--- src/rtl/ju_bp.sv ---
// Execute-stage jump/branch unit with a 2-bit saturating-counter BHT for fetch prediction.
// Results, illegal flag and mispredict redirect are registered; hold freezes all state.
module ju_bp #(
   parameter int XLEN      = 32,
   parameter int IMM_W     = 13,
   parameter int BHT_DEPTH = 64,
   parameter int CNT_W     = 16
) (
   input  logic             clk,
   input  logic             rst,
   input  logic [XLEN-1:0]  f_pc,
   output logic             f_pred_taken,
   input  logic             ex_valid,
   input  logic             ex_kill,
   input  logic             hold,
   input  logic [1:0]       ju_c,
   input  logic [2:0]       mem_op,
   input  logic [XLEN-1:0]  pc_addr,
   input  logic [XLEN-1:0]  alu_out,
   input  logic [IMM_W-1:0] im_in,
   input  logic             ex_pred_taken,
   output logic [XLEN-1:0]  ju_out,
   output logic [1:0]       pc_c,
   output logic [IMM_W-1:0] b_im_out,
   output logic             wb_valid,
   output logic             redirect,
   output logic [XLEN-1:0]  redirect_pc,
   output logic             illegal,
   output logic [CNT_W-1:0] mispred_cnt
);

   localparam int IDX_W = $clog2(BHT_DEPTH);

   logic [1:0]       r_bht [BHT_DEPTH];
   logic [XLEN-1:0]  r_ju_out;
   logic [1:0]       r_pc_c;
   logic [IMM_W-1:0] r_b_im_out;
   logic             r_wb_valid;
   logic             r_redirect;
   logic [XLEN-1:0]  r_redirect_pc;
   logic             r_illegal;
   logic [CNT_W-1:0] r_mispred_cnt;

   logic [IDX_W-1:0] w_f_idx;
   logic [IDX_W-1:0] w_ex_idx;
   logic             w_accept;
   logic             w_is_br;
   logic             w_br_illegal;
   logic             w_legal_br;
   logic             w_cond;
   logic             w_taken;
   logic             w_mispred;
   logic [XLEN-1:0]  w_pc_plus4;
   logic [XLEN-1:0]  w_br_tgt;
   logic [1:0]       w_ctr_old;
   logic [1:0]       w_ctr_new;
   logic [XLEN-1:0]  w_ju_out_next;
   logic [1:0]       w_pc_c_next;
   logic [IMM_W-1:0] w_b_im_next;
   logic             w_illegal_next;
   logic [XLEN-1:0]  w_redirect_pc_next;

   assign w_f_idx      = f_pc[IDX_W+1:2];
   assign w_ex_idx     = pc_addr[IDX_W+1:2];
   assign f_pred_taken = r_bht[w_f_idx][1];

   assign w_accept     = ex_valid & ~ex_kill & ~hold;
   assign w_is_br      = (ju_c == 2'd1);
   assign w_br_illegal = w_is_br & (mem_op[2:1] == 2'b01);
   assign w_legal_br   = w_is_br & ~w_br_illegal;
   assign w_pc_plus4   = pc_addr + XLEN'(4);
   assign w_br_tgt     = pc_addr + {{(XLEN-IMM_W){im_in[IMM_W-1]}}, im_in};
   assign w_taken      = w_legal_br & w_cond;
   assign w_mispred    = w_legal_br & (w_taken != ex_pred_taken);
   assign w_ctr_old    = r_bht[w_ex_idx];

   always_comb begin
      w_cond = 1'b0;
      case (mem_op)
         3'd0:    w_cond = (alu_out == '0);
         3'd1:    w_cond = (alu_out != '0);
         3'd2,
         3'd3:    w_cond = 1'b0;
         default: w_cond = alu_out[0];
      endcase
   end

   // Saturating 2-bit counter step toward the resolved direction.
   always_comb begin
      w_ctr_new = w_ctr_old;
      if (w_taken) begin
         if (w_ctr_old != 2'b11) w_ctr_new = w_ctr_old + 2'b01;
      end else begin
         if (w_ctr_old != 2'b00) w_ctr_new = w_ctr_old - 2'b01;
      end
   end

   always_comb begin
      w_ju_out_next      = '0;
      w_pc_c_next        = 2'd0;
      w_b_im_next        = '0;
      w_illegal_next     = 1'b0;
      w_redirect_pc_next = '0;
      case (ju_c)
         2'd0: w_ju_out_next = alu_out;
         2'd1: begin
            w_illegal_next = w_br_illegal;
            if (w_taken) begin
               w_pc_c_next = 2'd2;
               w_b_im_next = im_in;
            end
         end
         2'd2: w_ju_out_next = w_pc_plus4;
         default: w_illegal_next = 1'b1;
      endcase
      if (w_mispred) w_redirect_pc_next = w_taken ? w_br_tgt : w_pc_plus4;
   end

   always_ff @(posedge clk or posedge rst) begin
      if (rst) begin
         r_ju_out      <= '0;
         r_pc_c        <= 2'd0;
         r_b_im_out    <= '0;
         r_wb_valid    <= 1'b0;
         r_redirect    <= 1'b0;
         r_redirect_pc <= '0;
         r_illegal     <= 1'b0;
         r_mispred_cnt <= '0;
      end else if (!hold) begin
         if (w_accept) begin
            r_ju_out      <= w_ju_out_next;
            r_pc_c        <= w_pc_c_next;
            r_b_im_out    <= w_b_im_next;
            r_wb_valid    <= 1'b1;
            r_redirect    <= w_mispred;
            r_redirect_pc <= w_redirect_pc_next;
            r_illegal     <= w_illegal_next;
            if (w_mispred) r_mispred_cnt <= r_mispred_cnt + CNT_W'(1);
         end else begin
            r_ju_out      <= '0;
            r_pc_c        <= 2'd0;
            r_b_im_out    <= '0;
            r_wb_valid    <= 1'b0;
            r_redirect    <= 1'b0;
            r_redirect_pc <= '0;
            r_illegal     <= 1'b0;
         end
      end
   end

   // Every counter restarts weakly not-taken.
   always_ff @(posedge clk or posedge rst) begin
      if (rst) begin
         for (int i = 0; i < BHT_DEPTH; i++) r_bht[i] <= 2'b01;
      end else if (w_accept && w_legal_br) begin
         r_bht[w_ex_idx] <= w_ctr_new;
      end
   end

   assign ju_out      = r_ju_out;
   assign pc_c        = r_pc_c;
   assign b_im_out    = r_b_im_out;
   assign wb_valid    = r_wb_valid;
   assign redirect    = r_redirect;
   assign redirect_pc = r_redirect_pc;
   assign illegal     = r_illegal;
   assign mispred_cnt = r_mispred_cnt;

endmodule

--- config.mk ---
export PLATFORM = sky130hd
export DESIGN_NAME = ju_bp
export DESIGN_NICKNAME = d
export VERILOG_FILES = /design/src/rtl/ju_bp.sv
export SDC_FILE = /design/constraint.sdc
export NUM_CORES = 1
export LEC_CHECK = 0
export ABC_CLOCK_PERIOD_IN_PS = 11800
export BUFFER_PORTS_ARGS = -buffer_cell sky130_fd_sc_hd__buf_2
export CAP_MARGIN = 20
export CORE_AREA = 5 5 151 153
export DETAILED_ROUTE_END_ITERATION = 8
export DIE_AREA = 0 0 156 158
export HOLD_SLACK_MARGIN = 0.02
export PLACE_DENSITY = 0.83
export SYNTH_ARGS = -nofsm -noshare
export SYNTH_HDL_FRONTEND = slang
export SYNTH_SLANG_ARGS = --single-unit
export TNS_END_PERCENT = 1
--- constraint.sdc ---
create_clock -name clk -period 11.8 [get_ports clk]
set_clock_uncertainty 0.05 [all_clocks]
set_input_delay 1.77 -clock clk [delete_from_list [all_inputs] [get_ports clk]]
set_output_delay 1.77 -clock clk [all_outputs]
set_load 0.03 [all_outputs]
==> metrics.md <==
| Metric | Value |
|---|---|
| Unrepaired setup endpoints after global routing | no |
| Crit path launch type | input port |
| Routed len/inst | 21.2 um |
| Most common cell in the synthesized netlist | nand2_1 |
| Fmax achieved | 171 MHz |
| Starting density of the core | 0.606 |
| Peak supply drop | 0.000128 V |
| TritonCTS sink count | 225 |
| TritonCTS Buffers | 25 |
| Final ANT Viol Nets | 0 |
| RePlAce Congestion | 0.948 |
| H-tree depth | 1 |
| # hold bufs at CTS | 0 |
| Routed via count | 11,202 |
| Ys flop type | dfrtp_1 |
| IO Port Bufs | 191 |
| Largest net degree at the start of global routing | 101 |
| DIE HEIGHT | 158 um |
| Number of synthesized flops with an enable pin | 0 |
| Total grt overflow | 0 |
| Worst slew pin tran | 1.05 ns |
| First-pass GRT wire length | 60,000 um |
| Fraction of registers with async set/reset | 1.00 |
| Post-synthesis compound-gate area fraction | 0.166 |
| Fin. Hold Viols | 0 |
| Rel. slew slack | 0.299 |
| Final min period | 5.84 ns |
| Post-Synth Adder-Cell Area | 0.0350 |
| Layout cells sized above 1 | 0.287 |
| Post-route DRC | 0 |
| Slew Limit Fails | 0 |
| Sequential share of the synthesized area | 0.440 |
| Layout overhead on the synthesized area | 14.9% |
| Status | completed |
| WS Path Type | input port to output pin |
| Maxcap violations | 0 |
| Static Leak | 6.83 nW |
| DIE AREA | 24,600 um2 |
| Post-layout worst setup margin | 5.96 ns |
| Worst slack, placed | 5.96 ns |
| Core area | 21,400 um2 |
| Post-synth top area cell | dfrtp_1 |
| Drt pass-1 iters | 5 |
| Syn Nets | 1,451 |
| Die Width | 156 um |
| Pwr per Cell Area | 124 nW/um2 |
| Post-Syn Area | 13,000 um2 |
| Post-Synth XOR/XNOR Area | 0.0499 |
| Critical Path RT | 9.98 ns |
| Share of the synthesized area in the top cell type | 0.310 |
| Gr usage total | 0.302 |
| Fin crit share | 0.495 |
| Setup TNS | 0 ns |
| Most frequent cells after synthesis | 218 x nand2_1, 161 x dfrtp_1, 94 x nor2_1, 86 x o21ai_0, 80 x a21oi_1 |
| Post_cts resized | 0 |
| # IOs | 219 |
| Power Total | 0.00184 W |
| # fillers | 1,583 |
| Final setup violating endpoints | 0 |
| Area contributors post-synth | dfrtp_1 31%, dfstp_2 13%, mux2_2 6.4%, nand2_1 6.3%, mux4_2 5.4% |
| Root Driver | clkbuf_16 |
| Simple-Gate Fraction of Synth Area | 0.144 |
| Later-pin clock latency in the skew report | 0.54 ns |
| Rows | 54 |
| Critical-path maximum fanout | 16 |
| Nets@finish | 1,617 |
| CP arrival | 4.02 ns |
| Library cells used by synthesis | 66 |
| Clock buffer depth | 3 |
| # Post-CTS Setup Buffers | 0 |
| Hold Path Class | flip-flop to flip-flop |
| Clock Pin Slew Worst Setup and Hold Paths | 0.06 ns |
| Largest family of logic cells by synthesized area | compound AO/OA/AOI/OAI gates |
| Initial antenna violation count | 1 |
| DP HPWL | 25,700 um |
| Syn Inst Count | 1,297 |
| Routed vias/inst | 6.35 |
| Mux share of post-synthesis cell area | 0.135 |
| DR iter-0 viols | 1,069 |
| CTS tree | built |
| Ys Warns | 0 |
| Critical Path End Type | output pin |
| Routed WL | 37,300 um |
| Number of global-route vias before repair | 11,134 |
| Flops & latches, synth | 225 |
| Synth Area per Inst | 10.0 um2 |
## logic make-up (layout without fill, tap and decap cells)
| group | after synthesis | in the layout |
|---|---|---|
| mux | 127 | 127 |
| simple gates | 424 | 424 |
| flops | 225 | 225 |
| xor+xnor | 74 | 74 |
| fa+ha+maj | 36 | 36 |
| compound gates | 332 | 332 |
| buf+inv | 78 | 263 |
| other cells | 1 | 2 |
## registers in the layout, indices dropped and copies added (netlist names)
signal,count
b_im_out,13
redirect_pc,32
pc_c,1
redirect,1
illegal,1
mispred_cnt,16
ju_out,32
wb_valid,1
r_bht,128
## layout by cell type (no fill, tap or decap), types with 5 or more instances in the layout
| cell type | n |
|---|---|
| xnor2_1 | 33 |
| nand2_1 | 218 |
| and3_1 | 12 |
| o211ai_1 | 6 |
| a21o_1 | 21 |
| nand2b_1 | 9 |
| dfrtp_1 | 161 |
| mux4_2 | 31 |
| clkinv_2 | 5 |
| o21ai_1 | 15 |
| a22o_1 | 55 |
| nor4_1 | 9 |
| xor2_1 | 41 |
| clkbuf_1 | 9 |
| clkbuf_16 | 25 |
| a31oi_1 | 6 |
| o221ai_1 | 17 |
| a22oi_1 | 10 |
| mux2i_1 | 19 |
| nor2b_1 | 11 |
| buf_2 | 192 |
| inv_1 | 9 |
| a21oi_1 | 80 |
| o21ai_0 | 86 |
| nand3_1 | 23 |
| nor3_1 | 5 |
| and2_1 | 12 |
| dfstp_2 | 64 |
| mux2_2 | 74 |
| ha_1 | 33 |
| a221oi_1 | 8 |
| buf_4 | 13 |
| nor2_1 | 93 |
| nand4_1 | 15 |
## path summary, 6_finish.rpt
check	endpoint	from	slack (ns)	cells past startpoint
max in group asynchronous	redirect_pc[28]	rst	9.08	3
worst max-delay path	f_pred_taken	f_pc[2]	5.96	5
min in group asynchronous	r_bht[87]	rst	1.31	2
worst min-delay path	mispred_cnt[15]	mispred_cnt[15]	0.42	1
worst min register to register	mispred_cnt[15]	mispred_cnt[15]	0.42	1
worst max register to register	r_bht[109]	r_bht[19]	8.98	10
## report_power, final
| part | internal [W] | switching, W | total [W] |
|---|---|---|---|
| Clock | 0.000467 | 0.000322 | 0.000790 |
| Combinational | 0.0000906 | 0.000171 | 0.000261 |
| Sequential | 0.000784 | 0.00000860 | 0.000793 |
## cell type report
class / instances / area (um2) / share of cell area
diodes: 1 / 2.50 / 0.000168
clock buffers: 35 / 673 / 0.0451
clock inverters: 11 / 151 / 0.0101
inverters: 10 / 45.0 / 0.00302
multi-input cells: 994 / 6900 / 0.462
flip-flops and latches: 225 / 5710 / 0.383
well taps: 280 / 350 / 0.0235
repair buffers: 207 / 1090 / 0.0728
## critical path, cell delays in order
cell,delay (ns)
buf_2,0.47
mux4_2,0.61
mux4_2,0.51
mux4_2,0.47
buf_2,0.19
## per-stage QoR
stage / hold slack, ns / cell area [um2] / util / std cells
after floorplan: 0.409 / 13000 / - / 1297
after global placement: 0.407 / 14100 / 0.656 / 1712
after detailed placement: 0.410 / 14100 / 0.657 / 1714
after CTS: 0.420 / 14900 / 0.695 / 1760
after global routing: 0.453 / 14900 / 0.696 / 1762
final: 0.420 / 14900 / 0.697 / 1763
## layer usage
layer	vias to the layer above	global-route usage	part of all wire
met5	-	0	0.00035
met4	2	0.0825	0.026
met3	82	0.0590	0.096
met2	618	0.495	0.48
met1	5470	0.416	0.40
li1	5030	-	-
Note: power is estimated with default switching activity, not from simulation.
